--- src/rtl/hello_scroller.sv ---
// hello_scroller: holds five character codes and a rotation offset. The
// offset advances on a prescaled timer (RUN) or one step per step_req
// rising edge (STOP). C0..C4 are the characters rotated by the offset.
module hello_scroller #(
  parameter int TICK_DIV = 50_000_000
) (
  input  logic        CLOCK_50,
  input  logic        reset,
  input  logic        load,
  input  logic [14:0] chars_in,
  input  logic        run,
  input  logic        dir,
  input  logic        step_req,
  output logic [2:0]  sel,
  output logic [2:0]  C0,
  output logic [2:0]  C1,
  output logic [2:0]  C2,
  output logic [2:0]  C3,
  output logic [2:0]  C4,
  output logic        tick
);

  localparam int CW = (TICK_DIV > 1) ? $clog2(TICK_DIV) : 1;
  localparam logic [CW-1:0] CNT_MAX = CW'(TICK_DIV - 1);
  // char4..char0 = H E L L O
  localparam logic [4:0][2:0] HELLO = {3'b000, 3'b001, 3'b011, 3'b011, 3'b010};

  typedef enum logic {ST_STOP, ST_RUN} state_t;

  state_t          state_q, state_d;
  logic [4:0][2:0] char_q, char_d;
  logic [2:0]      sel_q, sel_d;
  logic [CW-1:0]   cnt_q, cnt_d;
  logic            tick_q, tick_d;
  logic            sreq_q;
  logic            do_step;
  logic [4:0][2:0] rot;

  // State register; step_req history is tracked in every state so a request
  // held through a RUN excursion cannot fire on the return to STOP.
  always_ff @(posedge CLOCK_50 or posedge reset) begin
    if (reset) begin
      state_q <= ST_STOP;
      char_q  <= HELLO;
      sel_q   <= 3'd0;
      cnt_q   <= '0;
      tick_q  <= 1'b0;
      sreq_q  <= 1'b0;
    end else begin
      state_q <= state_d;
      char_q  <= char_d;
      sel_q   <= sel_d;
      cnt_q   <= cnt_d;
      tick_q  <= tick_d;
      sreq_q  <= step_req;
    end
  end

  // Next-state: mode FSM, prescaler, step decision; load overrides last.
  always_comb begin
    state_d = state_q;
    char_d  = char_q;
    sel_d   = sel_q;
    cnt_d   = cnt_q;
    tick_d  = 1'b0;
    do_step = 1'b0;
    case (state_q)
      ST_STOP: begin
        if (run) begin
          state_d = ST_RUN;
          cnt_d   = '0;
        end
        if (step_req && !sreq_q) do_step = 1'b1;
      end
      ST_RUN: begin
        cnt_d = (cnt_q == CNT_MAX) ? '0 : cnt_q + 1'b1;
        if (!run) begin
          state_d = ST_STOP;
          cnt_d   = '0;
        end else if (cnt_q == CNT_MAX) begin
          do_step = 1'b1;
        end
      end
    endcase
    if (do_step) begin
      tick_d = 1'b1;
      if (dir) sel_d = (sel_q == 3'd0) ? 3'd4 : sel_q - 3'd1;
      else     sel_d = (sel_q == 3'd4) ? 3'd0 : sel_q + 3'd1;
    end
    // load discards any step due this cycle; state still follows run
    if (load) begin
      char_d = chars_in;
      sel_d  = 3'd0;
      cnt_d  = '0;
      tick_d = 1'b0;
    end
  end

  // Output rotation: Ci = char[(i - sel) mod 5]
  always_comb begin
    logic [3:0] idx;
    idx = 4'd0;
    rot = '0;
    for (int i = 0; i < 5; i++) begin
      idx = 4'(i) + 4'd5 - {1'b0, sel_q};
      if (idx >= 4'd5) idx = idx - 4'd5;
      rot[i] = char_q[idx[2:0]];
    end
  end

  assign sel  = sel_q;
  assign tick = tick_q;
  assign C0   = rot[0];
  assign C1   = rot[1];
  assign C2   = rot[2];
  assign C3   = rot[3];
  assign C4   = rot[4];

endmodule
--- config.mk ---
export PLATFORM = sky130hd
export DESIGN_NAME = hello_scroller
export DESIGN_NICKNAME = d
export VERILOG_FILES = /design/src/rtl/hello_scroller.sv
export SDC_FILE = /design/constraint.sdc
export NUM_CORES = 1
export LEC_CHECK = 0
export BUFFER_PORTS_ARGS = -buffer_cell sky130_fd_sc_hd__buf_2
export CAP_MARGIN = 10
export CORE_ASPECT_RATIO = 0.7
export CORE_UTILIZATION = 40
export DETAILED_ROUTE_END_ITERATION = 12
export GPL_TIMING_DRIVEN = 0
export PLACE_DENSITY = 0.69
export REMOVE_ABC_BUFFERS = 1
export SYNTH_ARGS = -nofsm -noshare
export SYNTH_HDL_FRONTEND = slang
export SYNTH_SLANG_ARGS = --single-unit
--- constraint.sdc ---
create_clock -name CLOCK_50 -period 2.5 [get_ports CLOCK_50]
set_input_delay 0.125 -clock CLOCK_50 [delete_from_list [all_inputs] [get_ports CLOCK_50]]
set_output_delay 0.125 -clock CLOCK_50 [all_outputs]
set_load 0.02 [all_outputs]
==> impl_metrics.py <==
metrics = {
    "status": {
        "status": "finished with violations",
        "violations": "setup timing",
    },
    "setup_path": {
        "reg2reg_slack_ps": 390,
        "path_class": "reg -> out",
        "cp.arrival_ps": 2670,
        "endpoint_kind": "output pin",
        "crit_required_ps": 2380,
        "crit_fanout": 4,
        "startpoint_type": "register",
    },
    "timing": {
        "fin_crit_ps": 2790,
        "rsz0062_at_grt": "yes",
        "fin_ws_ps": -291,
        "drv_slew": 0,
        "fin_crit_sh": 1.12,
        "worst_pin_slew_ps": 600,
        "fin_skew_ps": 6.64,
        "max_slew_margin": 0.600,
        "timing.hold.ws_ps": 68.2,
        "final-hold-violation-count": 0,
        "setup_viol": 15,
        "fmax_mhz": 358,
    },
    "cells_and_area": {
        "syn_to_final_growth_pct": 33.8,
        "final_cells": 573,
        "diodes": 0,
        "layout_common_cells": "dfrtp_1, buf_4, buf_2",
        "fill_cells": 708,
        "fin_nets": 489,
        "postLayoutCellArea_um2": 4810,
        "drive_gt1_frac": 0.386,
        "layout_commonest_cell": "dfrtp_1",
    },
    "power": {
        "power.total_mw": 2.60,
        "seqPwrFrac": 0.336,
        "p_comb_frac": 0.365,
        "p_leak_nw": 1.96,
        "p_per_area_nw_per_um2": 540,
        "power.switching_mw": 0.829,
        "clock_power_share": 0.299,
        "p_int_mw": 1.77,
        "vdd_drop_max_v": 0.000355,
        "swShare": 0.319,
    },
    "placement": {
        "placedCellCount": 530,
        "portBuffers": 39,
        "preCtsSetupSlack_ps": -884,
        "placed_area_um2": 3900,
        "place_congestion": 0.869,
        "hpwl_mm": 6.52,
    },
    "cts": {
        "clkSinkCount": 47,
        "clk_pin_slew_ps": 60,
        "h-tree-depth": 2,
        "clkLatencyLatePin_ps": 290,
        "cts_tree": "done",
        "clockBufferDepth": 2,
        "root_buffer": "clkbuf_16",
        "cts-buffers-inserted": 5,
    },
    "route": {
        "vias": 3473,
        "post_drt_wl_per_cell_um": 18.2,
        "drt-pass1-iter-count": 5,
        "drc": 0,
        "first_iter_violations": 312,
        "wl_mm": 10.4,
        "ant_nets": 0,
        "vias_per_cell": 6.06,
    },
    "die": {
        "initial_core_util": 0.419,
        "dieHeight_um": 81.3,
        "fp.dieW_um": 115,
        "num_rows": 28,
        "io_pins": 40,
        "core-area_um2": 8580,
        "dieArea_um2": 9380,
    },
    "global_route": {
        "grt_pass1_vias": 3180,
        "grt_max_degree": 43,
        "grt_overflow": 0,
        "grt_antenna_before_repair": 0,
        "grt_use_total": 0.221,
        "grt_pass1_wl_mm": 16.0,
    },
    "synthesis": {
        "synth_edf_count": 0,
        "ys_warn_count": 0,
        "synthCells": 385,
        "synthArstFlopShare": 1.00,
        "synth_ff_type": "dfrtp_1",
        "ys_seq_area_frac": 0.329,
        "synth.avg_cell_area_um2": 9.34,
        "yosys_register_bits": 47,
        "syn_area_um2": 3590,
        "yosys.cell_types.count": 56,
    },
    "hold_path": {
        "hold_class": "in -> reg",
    },
    "run": {
        "drv_cap": 0,
    },
}
==> critical path, cell delays in order, from the launching register on <==
cell	delay (ps)
dfrtp_2	440
clkinvlp_4	170
buf_6	170
fa_2	410
a21oi_4	160
buf_6	130
mux2i_4	290
mux2i_2	290
o221ai_1	140
buf_4	180
==> routing by layer <==
| metal | global-route usage | part of all wire | up-vias |
|---|---|---|---|
| li1 | - | - | 1611 |
| met1 | 0.322 | 0.48 | 1686 |
| met2 | 0.329 | 0.45 | 145 |
| met3 | 0.0321 | 0.057 | 31 |
| met4 | 0.0805 | 0.019 | 0 |
| met5 | 0 | 0 | - |
==> layout make-up <==
cell class	count	area, um2	area share
well taps	120	150	0.0312
clock buffers	6	139	0.0289
clock inverters	2	35.0	0.00728
inverters	9	43.8	0.00910
multi-input cells	313	2650	0.551
flip-flops and latches	47	1190	0.247
repair buffers	76	603	0.125
==> power groups by stage <==
stage / Clock [mW] / Combinational (mW) / Sequential [mW]
finish: 0.776 / 0.947 / 0.874
detailed placement: 0 / 0.654 / 0.884
CTS: 0.792 / 0.825 / 0.869
global route: 0.831 / 1.00 / 0.877
global placement: 0 / 0.629 / 0.884
floorplan: 0 / 0.477 / 0.853
==> per-stage QoR <==
stage	util	setup TNS [ps]
2_1_floorplan	-	-3950
3_3_place_gp	0.449	-13090
3_5_place_dp	0.454	-9570
4_1_cts	0.534	-2310
5_1_grt	0.560	-4050
6_report	0.560	-2960
==> kinds of logic (layout without fill, tap and decap cells) <==
kind of cell	Yosys count	count (layout)	synth area share
AOI/OAI and AO/OA	108	108	0.211
xor gates and xnor gates	7	7	0.0191
adders and majority gates	16	16	0.0599
buffers and inverters	25	93	0.0345
DFF	47	47	0.329
muxes	43	43	0.137
and+or+nand+nor	139	139	0.208
==> repair_timing <==
action / CTS / global route
pin swaps: 23 / 27
cloned: 0 / 0
setup endpoints to repair: 15 / 18
hold buffers: 3 / 0
resized for setup: 74 / 39
setup buffers: 23 / 9
hold endpoints to repair: 46 / 0
==> cells in the mapped netlist (4+ instances only) <==
cell / count / area (um2)
a21oi_1: 20 / 100
a22oi_1: 10 / 75.1
a31oi_1: 21 / 131
a32o_1: 6 / 60.1
and2_1: 10 / 62.6
and3_1: 7 / 43.8
and4_1: 6 / 52.6
buf_2: 6 / 30.0
clkbuf_1: 4 / 15.0
dfrtp_1: 41 / 1030
dfstp_2: 6 / 158
ha_1: 14 / 175
inv_1: 9 / 33.8
mux2_2: 18 / 203
mux2i_1: 21 / 210
nand2_1: 24 / 90.1
nand2b_1: 5 / 31.3
nand3_1: 22 / 110
nand4_1: 9 / 56.3
nor2_1: 23 / 86.3
nor2b_1: 5 / 31.3
nor3_1: 11 / 55.1
nor3b_1: 4 / 30.0
o21a_1: 6 / 45.0
o21ai_0: 15 / 75.1
o221ai_1: 6 / 52.6
or2_2: 5 / 31.3
xnor2_1: 4 / 35.0
==> worst paths after layout <==
kind	end	depth (start not counted)	from
max	C4[1]	9	sel[1]
min	char_q[10]	2	chars_in[10]
max reg2reg	cnt_q[23]	7	cnt_q[0]
min reg2reg	cnt_q[25]	1	cnt_q[25]
max in group asynchronous	char_q[3]	4	reset
min in group asynchronous	char_q[10]	3	reset
==> flip-flops by register name, indices dropped and copies added, names as in the netlist <==
name and flops:
cnt_q 26, char_q 15, sel 3, sreq_q 1
state_q 1, tick 1
Power figures use the tool's default switching activity.
